$ cat src/rtl/rv32i_pkg.sv
// Shared RV32I pipeline types: ALU control encoding, operand-source selects
// and the register-address width, plus the forwarding-hit rule.
package rv32i_pkg;

   localparam int RA_W = 5;

   typedef enum logic [3:0] {
      ALU_ADD  = 4'b0000,
      ALU_SUB  = 4'b0001,
      ALU_AND  = 4'b0010,
      ALU_OR   = 4'b0011,
      ALU_SLL  = 4'b0100,
      ALU_SLT  = 4'b0101,
      ALU_SLTU = 4'b0110,
      ALU_XOR  = 4'b0111,
      ALU_SRA  = 4'b1000,
      ALU_SRL  = 4'b1001,
      ALU_BGE  = 4'b1010,
      ALU_BGEU = 4'b1011,
      ALU_BNE  = 4'b1100
   } alu_ctrl_t;

   // The reserved a-select encoding behaves exactly like the zero select.
   typedef enum logic [1:0] {
      SRC_A_RS1  = 2'b00,
      SRC_A_PC   = 2'b01,
      SRC_A_ZERO = 2'b10,
      SRC_A_RSVD = 2'b11
   } src_a_t;

   typedef enum logic {
      SRC_B_RS2 = 1'b0,
      SRC_B_IMM = 1'b1
   } src_b_t;

   // x0 is hard-wired to zero, so a producer targeting it never forwards.
   function automatic logic fwd_hit(input logic             wr_en,
                                    input logic [RA_W-1:0] prod_rd,
                                    input logic [RA_W-1:0] cons_rs);
      return wr_en && (prod_rd == cons_rs) && (cons_rs != '0);
   endfunction

endpackage

$ cat src/rtl/id_ex_stage_fwd_mux.sv
// Per-operand forwarding select: MEM result beats WB result beats the
// value held in the ID/EX register.
module fwd_mux
   import rv32i_pkg::*;
#(
   parameter int WIDTH = 32,
   parameter int IDX_W = rv32i_pkg::RA_W
) (
   input  logic [IDX_W-1:0] rs,
   input  logic [WIDTH-1:0] reg_data,
   input  logic             mem_reg_write,
   input  logic [IDX_W-1:0] mem_rd,
   input  logic [WIDTH-1:0] mem_result,
   input  logic             wb_reg_write,
   input  logic [IDX_W-1:0] wb_rd,
   input  logic [WIDTH-1:0] wb_result,
   output logic [WIDTH-1:0] data
);

   logic mem_hit;
   logic wb_hit;

   always_comb begin
      mem_hit = wr_hit(mem_reg_write, mem_rd, rs);
      wb_hit  = wr_hit(wb_reg_write, wb_rd, rs);
   end

   always_comb begin
      data = reg_data;
      if (mem_hit) begin
         data = mem_result;
      end else if (wb_hit) begin
         data = wb_result;
      end
   end

   function automatic logic wr_hit(input logic             wr_en,
                                   input logic [IDX_W-1:0] prod_rd,
                                   input logic [IDX_W-1:0] cons_rs);
      return wr_en && (prod_rd == cons_rs) && (cons_rs != '0);
   endfunction

endmodule

$ cat src/rtl/id_ex_stage.sv
// ID/EX pipeline register: captures decoded fields, forwards from MEM/WB,
// and drives the ALU operands plus the fields that ride along to EX.
module id_ex_stage
   import rv32i_pkg::*;
#(
   parameter int WIDTH = 32,
   parameter int RA_W  = rv32i_pkg::RA_W
) (
   input  logic             clk,
   input  logic             reset,
   input  logic             in_valid,
   output logic             in_ready,
   input  logic [3:0]       id_alu_control,
   input  logic [WIDTH-1:0] id_rs1_data,
   input  logic [WIDTH-1:0] id_rs2_data,
   input  logic [WIDTH-1:0] id_imm,
   input  logic [WIDTH-1:0] id_pc,
   input  logic [RA_W-1:0]  id_rs1,
   input  logic [RA_W-1:0]  id_rs2,
   input  logic [RA_W-1:0]  id_rd,
   input  logic [1:0]       id_src_a,
   input  logic             id_src_b,
   input  logic             id_reg_write,
   input  logic             id_is_branch,
   input  logic             mem_reg_write,
   input  logic [RA_W-1:0]  mem_rd,
   input  logic [WIDTH-1:0] mem_result,
   input  logic             wb_reg_write,
   input  logic [RA_W-1:0]  wb_rd,
   input  logic [WIDTH-1:0] wb_result,
   input  logic             flush,
   output logic             out_valid,
   input  logic             out_ready,
   output logic [3:0]       ex_alu_control,
   output logic [WIDTH-1:0] ex_a,
   output logic [WIDTH-1:0] ex_b,
   output logic [WIDTH-1:0] ex_store_data,
   output logic [WIDTH-1:0] ex_pc,
   output logic [WIDTH-1:0] ex_imm,
   output logic [RA_W-1:0]  ex_rd,
   output logic             ex_reg_write,
   output logic             ex_is_branch
);

   logic             valid_q;
   alu_ctrl_t        alu_ctrl_q;
   logic [WIDTH-1:0] rs1_data_q;
   logic [WIDTH-1:0] rs2_data_q;
   logic [WIDTH-1:0] imm_q;
   logic [WIDTH-1:0] pc_q;
   logic [RA_W-1:0]  rs1_q;
   logic [RA_W-1:0]  rs2_q;
   logic [RA_W-1:0]  rd_q;
   src_a_t           src_a_q;
   src_b_t           src_b_q;
   logic             reg_write_q;
   logic             is_branch_q;

   logic [WIDTH-1:0] fwd_rs1;
   logic [WIDTH-1:0] fwd_rs2;
   logic             accept;
   logic             hold;

   // Handshake: a beat moves when valid && ready on that side. in_ready opens
   // whenever the register is empty or being drained this cycle, so accept and
   // transfer can overlap for one instruction per cycle. flush kills the
   // incoming beat and empties the register, taking priority over everything.
   always_comb begin
      in_ready = !valid_q || out_ready;
      accept   = in_valid && in_ready && !flush;
      hold     = valid_q && !out_ready;
   end

   always_ff @(posedge clk or posedge reset) begin
      if (reset) begin
         valid_q     <= 1'b0;
         alu_ctrl_q  <= ALU_ADD;
         rs1_data_q  <= '0;
         rs2_data_q  <= '0;
         imm_q       <= '0;
         pc_q        <= '0;
         rs1_q       <= '0;
         rs2_q       <= '0;
         rd_q        <= '0;
         src_a_q     <= SRC_A_RS1;
         src_b_q     <= SRC_B_RS2;
         reg_write_q <= 1'b0;
         is_branch_q <= 1'b0;
      end else begin
         if (flush) begin
            valid_q <= 1'b0;
         end else if (accept) begin
            valid_q <= 1'b1;
         end else if (out_ready) begin
            valid_q <= 1'b0;
         end

         if (accept) begin
            alu_ctrl_q  <= alu_ctrl_t'(id_alu_control);
            rs1_data_q  <= id_rs1_data;
            rs2_data_q  <= id_rs2_data;
            imm_q       <= id_imm;
            pc_q        <= id_pc;
            rs1_q       <= id_rs1;
            rs2_q       <= id_rs2;
            rd_q        <= id_rd;
            src_a_q     <= src_a_t'(id_src_a);
            src_b_q     <= src_b_t'(id_src_b);
            reg_write_q <= id_reg_write;
            is_branch_q <= id_is_branch;
         end else if (hold && !flush) begin
            // Latch forwarded operands while stalled so they outlive the producer.
            rs1_data_q <= fwd_rs1;
            rs2_data_q <= fwd_rs2;
         end
      end
   end

   fwd_mux #(.WIDTH(WIDTH), .IDX_W(RA_W)) u_fwd_rs1 (
      .rs            (rs1_q),
      .reg_data      (rs1_data_q),
      .mem_reg_write (mem_reg_write),
      .mem_rd        (mem_rd),
      .mem_result    (mem_result),
      .wb_reg_write  (wb_reg_write),
      .wb_rd         (wb_rd),
      .wb_result     (wb_result),
      .data          (fwd_rs1)
   );

   fwd_mux #(.WIDTH(WIDTH), .IDX_W(RA_W)) u_fwd_rs2 (
      .rs            (rs2_q),
      .reg_data      (rs2_data_q),
      .mem_reg_write (mem_reg_write),
      .mem_rd        (mem_rd),
      .mem_result    (mem_result),
      .wb_reg_write  (wb_reg_write),
      .wb_rd         (wb_rd),
      .wb_result     (wb_result),
      .data          (fwd_rs2)
   );

   always_comb begin
      ex_a = '0;
      case (src_a_q)
         SRC_A_RS1: ex_a = fwd_rs1;
         SRC_A_PC:  ex_a = pc_q;
         default:   ex_a = '0;
      endcase
   end

   always_comb begin
      ex_b           = (src_b_q == SRC_B_IMM) ? imm_q : fwd_rs2;
      ex_store_data  = fwd_rs2;
      ex_alu_control = alu_ctrl_q;
      ex_pc          = pc_q;
      ex_imm         = imm_q;
      ex_rd          = rd_q;
      out_valid      = valid_q;
      ex_reg_write   = reg_write_q && valid_q;
      ex_is_branch   = is_branch_q && valid_q;
   end

endmodule

$ cat config.mk
export PLATFORM = sky130hd
export DESIGN_NAME = id_ex_stage
export DESIGN_NICKNAME = d
export VERILOG_FILES = /design/src/rtl/rv32i_pkg.sv /design/src/rtl/id_ex_stage_fwd_mux.sv /design/src/rtl/id_ex_stage.sv
export SDC_FILE = /design/constraint.sdc
export NUM_CORES = 1
export LEC_CHECK = 0
export CORE_MARGIN = 3
export CORE_UTILIZATION = 37
export CTS_CLUSTER_DIAMETER = 50
export DETAILED_ROUTE_END_ITERATION = 10
export PLACE_DENSITY_LB_ADDON = 0.1
export SLEW_MARGIN = 25
export SYNTH_ARGS = -nofsm -noshare
export SYNTH_HDL_FRONTEND = slang
export SYNTH_SLANG_ARGS = --single-unit
$ cat constraint.sdc
create_clock -name clk -period 6.5 [get_ports clk]
set_input_delay 1.3 -clock clk [delete_from_list [all_inputs] [get_ports clk]]
set_output_delay 1.3 -clock clk [all_outputs]
set_load 0.01 [all_outputs]
==> summary.txt, run 1 <==
Status
  – Outcome: complete, no violations

Critical path
  – Most used cell, CP: clkdlybuf4s50_1
  – Buf/Inv on CP: 3
  – Crit path launch: mem_rd[4]
  – CP Class: in -> out
  – CP required: 5200 ps
  – CP endpoint kind: output port
  – CP arrival: 4260 ps
  – Slowest stage cell, crit path: a211oi_2
  – Crit start category: input pin
  – Max FO, Critical Path: 53
  – Largest stage delay, worst path: 640 ps
  – Crit-path cells: clkdlybuf4s50_1, xor2_1, a211oi_2, nand2_4, buf_12, nor3_1, a221oi_1, clkdlybuf4s50_1
  – CP top delay family: buffers and inverters
  – Reg2Reg Launch Point: rs2_q[4]

Power
  – Internal power component: 2.57 mW
  – Peak VDD IR: 149 uV
  – Clock power share: 27.6%
  – Sw Share: 33.9%
  – P_sw: 1.31 mW
  – Leakage: 5.41 nW
  – Overall power: 3.88 mW
  – Combinational Power Share: 39.8%
  – Pwr/cell area: 274 nW/um^2
  – Sequential power share: 32.6%

Yosys
  – Adder-cell share of the synthesized area: 0%
  – Largest family of logic cells by synthesized area: compound AO/OA/AOI/OAI gates
  – Post-synth net total: 1192
  – Mapped Area: 9190 sq um
  – Xor-xnor portion of the synthesized cell area: 1.71%
  – Mux share of post-synthesis cell area: 13.6%
  – Mean Syn Cell Area: 9.59 sq um
  – Async SR Flop Fraction: 100%
  – Simple-Gate Fraction of Synth Area: 7.99%
  – Ys Warns: 0
  – Synthesis-stage register bit count: 153
  – Compound-Gate Fraction of Synth Area: 27.1%
  – Number of synthesized flops with an enable pin: 0
  – Register area share after synthesis: 41.6%
  – Main flop type after synthesis: dfrtp_1
  – Post-Synthesis Cells: 959
  – Post-synth cell types: 42

GRT
  – Total GRT Usage: 28.2%
  – Grt met2 use: 45.4%
  – Most used routing layer: met2
  – Maximum number of pins on one net before global-route repair: 87
  – Vias in the first global route: 9592
  – Initial antenna violation count: 3
  – First-pass GRT wire length: 57.9 mm
  – Grt met3 use: 7.61%
  – M1 GR Usage: 36.5%
  – Grt total ovfl: 0

CTS
  – Hold_buf cts: 0
  – Clock Latency Late Sink: 440 ps
  – Max clock buf depth: 2
  – Clk sink count: 153
  – H-tree level count: 4
  – CTS root buffer: clkbuf_16
  – CTS buffer count: 17
  – CTS tree: built
  – Clock transition at path regs: 60 ps
  – Postcts setup bufs: 0
  – Post_cts resized: 0

Floorplanning
  – Die Wd: 164 microns
  – Initial Utilization: 37.7%
  – Die area: 26800 sq um
  – Ports: 406
  – Core Area: 24400 sq um
  – Die Ht: 164 microns
  – Row cnt: 57

Placement
  – Dpl cells: 1623
  – Post-DP HPWL: 27.7 mm
  – Number of buffers added on ports: 405
  – RD Place Congestion: 0.856

Hold path
  – Hold Crit Start: ex_rd[1]
  – Hold Path Class: reg -> reg

Finish
  – Share of cells above drive strength 1: 10.2%
  – Fin cells: 1657
  – Final nets: 1551
  – Post-layout util: 58.1%
  – Area grow syn2layout: 54.1%

Timing
  – Fin crit period: 5560 ps
  – Setup_tns: 0 ps
  – Final Setup Violations: 0
  – Max-slew violations: 0
  – Fin Hold WS: 508 ps
  – Achievable Freq: 180 MHz
  – Final hold violation count: 0
  – RSZ-0062 raised after global routing: no
  – Relative slew slack: 36.8%
  – Tcrit/Tclk final: 85.6%
  – Worst-Margin Slew: 948 ps
  – Clock skew: 16.5 ps

Detailed routing
  – Via-per-instance ratio: 5.80
  – Initial DRC count: 827
  – Antenna Nets Post-Route: 0
  – DRC viols: 0
  – DR WL/cell: 23.7 microns
  – Drt total wl: 39.3 mm
  – Via count: 9614
  – 1st-pass router iterations: 5

Flow run
  – Number of max-cap violations: 0
sequential cells by signal (all words and copies together), names as in the netlist, 2 cells and up:
| name | cells |
|---|---|
| ex_rd | 5 |
| rs1_q | 5 |
| rs1_data_q | 32 |
| ex_alu_control | 4 |
| rs2_data_q | 32 |
| src_a_q | 2 |
| ex_imm | 32 |
| rs2_q | 5 |
| ex_pc | 32 |
final cells by class:
| cell class | count | area (sq um) |
|---|---|---|
| diodes | 2 | 5.00 |
| clock buffers | 20 | 447 |
| clock inverters | 12 | 165 |
| fillers | 2185 | 10200 |
| inverters | 69 | 264 |
| multi-input cells | 649 | 4730 |
| flip-flops and latches | 153 | 3830 |
| well taps | 324 | 405 |
| repair buffers | 428 | 4320 |
power by group through the flow:
stage	Clock, mW	Sequential (mW)	Combinational, mW
3_5_place_dp	0	1.28	1.54
3_3_place_gp	0	1.27	1.52
5_1_grt	1.13	1.29	1.65
4_1_cts	1.08	1.26	1.55
2_1_floorplan	0	1.27	0.683
6_report	1.07	1.27	1.54
Yosys cell counts, types with 2 or more instances:
cell type | instances | share of area [%]
dfrtp_1 | 153 | 42
a21oi_1 | 105 | 5.7
o221ai_1 | 82 | 7.8
inv_1 | 69 | 2.8
a22oi_1 | 64 | 5.2
mux2i_1 | 64 | 7.0
nand2_1 | 63 | 2.6
clkbuf_1 | 60 | 2.5
mux2_2 | 54 | 6.6
o21ai_0 | 44 | 2.4
nor2_1 | 33 | 1.3
nor3_1 | 32 | 1.7
a221oi_1 | 28 | 2.7
nand3_1 | 19 | 1.0
xnor2_1 | 14 | 1.3
a32oi_1 | 10 | 0.95
a221oi_2 | 8 | 1.3
buf_1 | 5 | 0.20
buf_6 | 5 | 0.61
a21o_1 | 4 | 0.33
buf_2 | 4 | 0.22
dlymetal6s2s_1 | 4 | 0.54
xor2_1 | 4 | 0.38
and2_1 | 3 | 0.20
buf_8 | 3 | 0.49
dlygate4sd1_1 | 3 | 0.29
a211oi_2 | 2 | 0.27
and4_1 | 2 | 0.19
buf_4 | 2 | 0.16
dlygate4sd3_1 | 2 | 0.22
nand2b_1 | 2 | 0.14
nor2b_1 | 2 | 0.14
cell usage in the layout (no fill, tap or decap), drive strengths merged, types with 33 or more instances in the layout:
cell,synthesis,routed
a21oi,105,105
a221oi,36,36
a22oi,64,64
clkdlybuf4s50,0,405
dfrtp,153,153
inv,69,72
mux2,54,54
mux2i,64,64
nand2,63,63
nor2,33,33
o21ai,44,44
o221ai,82,82
metrics by stage:
step           area (sq um)  setup slack, ps
2_1_floorplan          9190             1080
3_3_place_gp          13400             1010
3_5_place_dp          13500              957
4_1_cts               14200              951
5_1_grt               14200              772
6_report              14200              935
worst paths after layout:
path                       depth (start not counted)        endpoint  slack (ps)
min in group asynchronous                          2        ex_pc[4]        1430
min reg2reg                                        1        ex_rd[1]         510
max in group asynchronous                          3  rs1_data_q[21]        4020
min                                                1        ex_rd[1]         510
max                                                8        ex_b[28]         940
max reg2reg                                        5  rs2_data_q[23]        3500
layer usage:
metal / wire length [microns] / part of all wire, %
met5: 20 / 0.051
met4: 1020 / 2.6
met3: 3500 / 8.9
met2: 18500 / 47
met1: 16200 / 41
kinds of logic (layout without fill, tap and decap cells):
kind of cell | after synthesis | in the layout
AOI/OAI and AO/OA | 350 | 350
xor gates and xnor gates | 18 | 18
buffers and inverters | 157 | 529
DFF | 153 | 153
muxes | 118 | 118
other | 0 | 2
and+or+nand+nor | 163 | 163
Note: power is estimated with default switching activity, not from simulation.
==> run 2: changes to the inputs <==
CORE_ASPECT_RATIO = 1.4   (was unset)
==> run 2 against run 1 <==
Sequential share of layout area hardly changed. Clock power hardly changed. Flip-flop and latch count stayed put. Utilization is 0.41 points higher. Combinational power hardly changed.
==> summary.txt, run 2 (synthesis gave the netlist of run 1 again) <==
Status
  – Outcome: complete, no violations

GRT
  – First-pass GRT wire length: 58.5 mm
  – Total GRT Usage: 27.9%
  – Grt total ovfl: 0
  – Maximum number of pins on one net before global-route repair: 94
  – Vias in the first global route: 10000
  – Initial antenna violation count: 5

Detailed routing
  – Via-per-instance ratio: 5.90
  – 1st-pass router iterations: 5
  – DR WL/cell: 23.4 microns
  – DRC viols: 0
  – Initial DRC count: 577
  – Drt total wl: 38.6 mm
  – Via count: 9698
  – Antenna Nets Post-Route: 0

Timing
  – Setup_tns: 0 ps
  – Final hold violation count: 0
  – Clock skew: 11.9 ps
  – Tcrit/Tclk final: 84.6%
  – Relative slew slack: 31.3%
  – Final Setup Violations: 0
  – Worst-Margin Slew: 1030 ps
  – Max-slew violations: 0
  – Achievable Freq: 182 MHz
  – RSZ-0062 raised after global routing: no
  – Fin crit period: 5500 ps

Floorplanning
  – Die Ht: 193 microns
  – Die area: 26800 sq um
  – Initial Utilization: 37.9%
  – Die Wd: 139 microns
  – Ports: 406
  – Core Area: 24200 sq um
  – Row cnt: 67

Finish
  – Share of cells above drive strength 1: 10.1%
  – Fin cells: 1645
  – Final nets: 1550
  – Area grow syn2layout: 54.2%
  – Commonest cells after routing, fill and taps aside: clkdlybuf4s50_1 (405), dfrtp_1 (151), a21oi_1 (100), o221ai_1 (82), inv_1 (68)
  – Most common cell after layout, fill and taps aside: clkdlybuf4s50_1

Critical path
  – Crit-path cells: clkdlybuf4s50_1, xnor2_1, and4_1, and2_2, buf_4, nand3_1, o221ai_1, clkdlybuf4s50_1
  – CP Class: in -> out
  – CP required: 5200 ps
  – Slowest stage cell, crit path: and2_2
  – Crit start category: input pin
  – Most used cell, CP: clkdlybuf4s50_1
  – Largest stage delay, worst path: 700 ps
  – CP endpoint kind: output port
  – CP arrival: 4200 ps
  – R2R cell count: 5
  – Max FO, Critical Path: 29

CTS
  – Clock transition at path regs: 60 ps
  – CTS buffer count: 17
  – Postcts setup bufs: 0
  – Max clock buf depth: 2
  – Clock Latency Late Sink: 430 ps
  – Clk sink count: 153
  – CTS tree: built
  – CTS root buffer: clkbuf_16
  – H-tree level count: 4
  – Post_cts resized: 0
  – Hold_buf cts: 0

Placement
  – Post-DP HPWL: 26.6 mm
  – RD Place Congestion: 0.853
  – Number of buffers added on ports: 405
  – Dpl cells: 1606

Flow run
  – Number of max-cap violations: 0

Power
  – Pwr/cell area: 275 nW/um^2
  – Overall power: 3.90 mW
  – Peak VDD IR: 180 uV
  – Leakage: 5.42 nW

Hold path
  – Hold Path Class: reg -> reg
  – Hold depth: 1
[run 2: cell types whose count changed in the layout (fill, tap and decap cells not counted)]
cell        previous run  this run
buf_4                 18        17
clkinv_4               3         1
clkbuf_1               2         3
inv_6                  4         2
clkinvlp_4             3         2
clkbuf_8               1         0
diode_2                2         5
bufinv_16              3         5
clkinv_2               0         3
[run 2: routing by layer]
| metal | part of all wire (%) | GRT usage (%) |
|---|---|---|
| met2 | 51 | 47.5 |
| met3 | 6.8 | 6.97 |
| met5 | 0.018 | 0 |
| met4 | 3.2 | 11.6 |
| met1 | 39 | 33.7 |
[run 2: final timing paths]
kind,start,to,slack (ps)
worst max register to register,rs1_q[1],rs1_data_q[25],3480
min in group asynchronous,reset,rs2_data_q[5],1370
worst min register to register,reg_write_q,reg_write_q,500
worst max-delay path,mem_rd[1],ex_a[28],1000
max in group asynchronous,reset,ex_pc[19],3980
worst min-delay path,reg_write_q,reg_write_q,500
[run 2: final cells by class]
class,count,area [sq um]
inverters,69,264
clock buffers,20,437
repair buffers,427,4310
flip-flops and latches,153,3830
multi-input cells,649,4730
well taps,310,388
fillers,2200,10100
diodes,5,12.5
clock inverters,12,198
[run 2: where the power goes]
part / switching, mW / total [mW] / internal [mW]
Sequential: 0.134 / 1.27 / 1.13
Clock: 0.421 / 1.10 / 0.682
Combinational: 0.717 / 1.53 / 0.815
[run 2: critical path, delay by kind of cell]
family,cells,cell delay (ps)
AOI/OAI and AO/OA,1,120
buffers and inverters,3,1450
and+or+nand+nor,3,1170
xor gates and xnor gates,1,150
[run 2: metrics by stage]
step	util, %	cell area (sq um)	worst slack [ps]	hold slack, ps
CTS	58.2	14100	987	506
floorplan	-	9190	1080	473
global placement	55.4	13400	1010	485
detailed placement	55.6	13500	1010	492
finish	58.5	14200	998	500
global route	58.5	14200	860	524
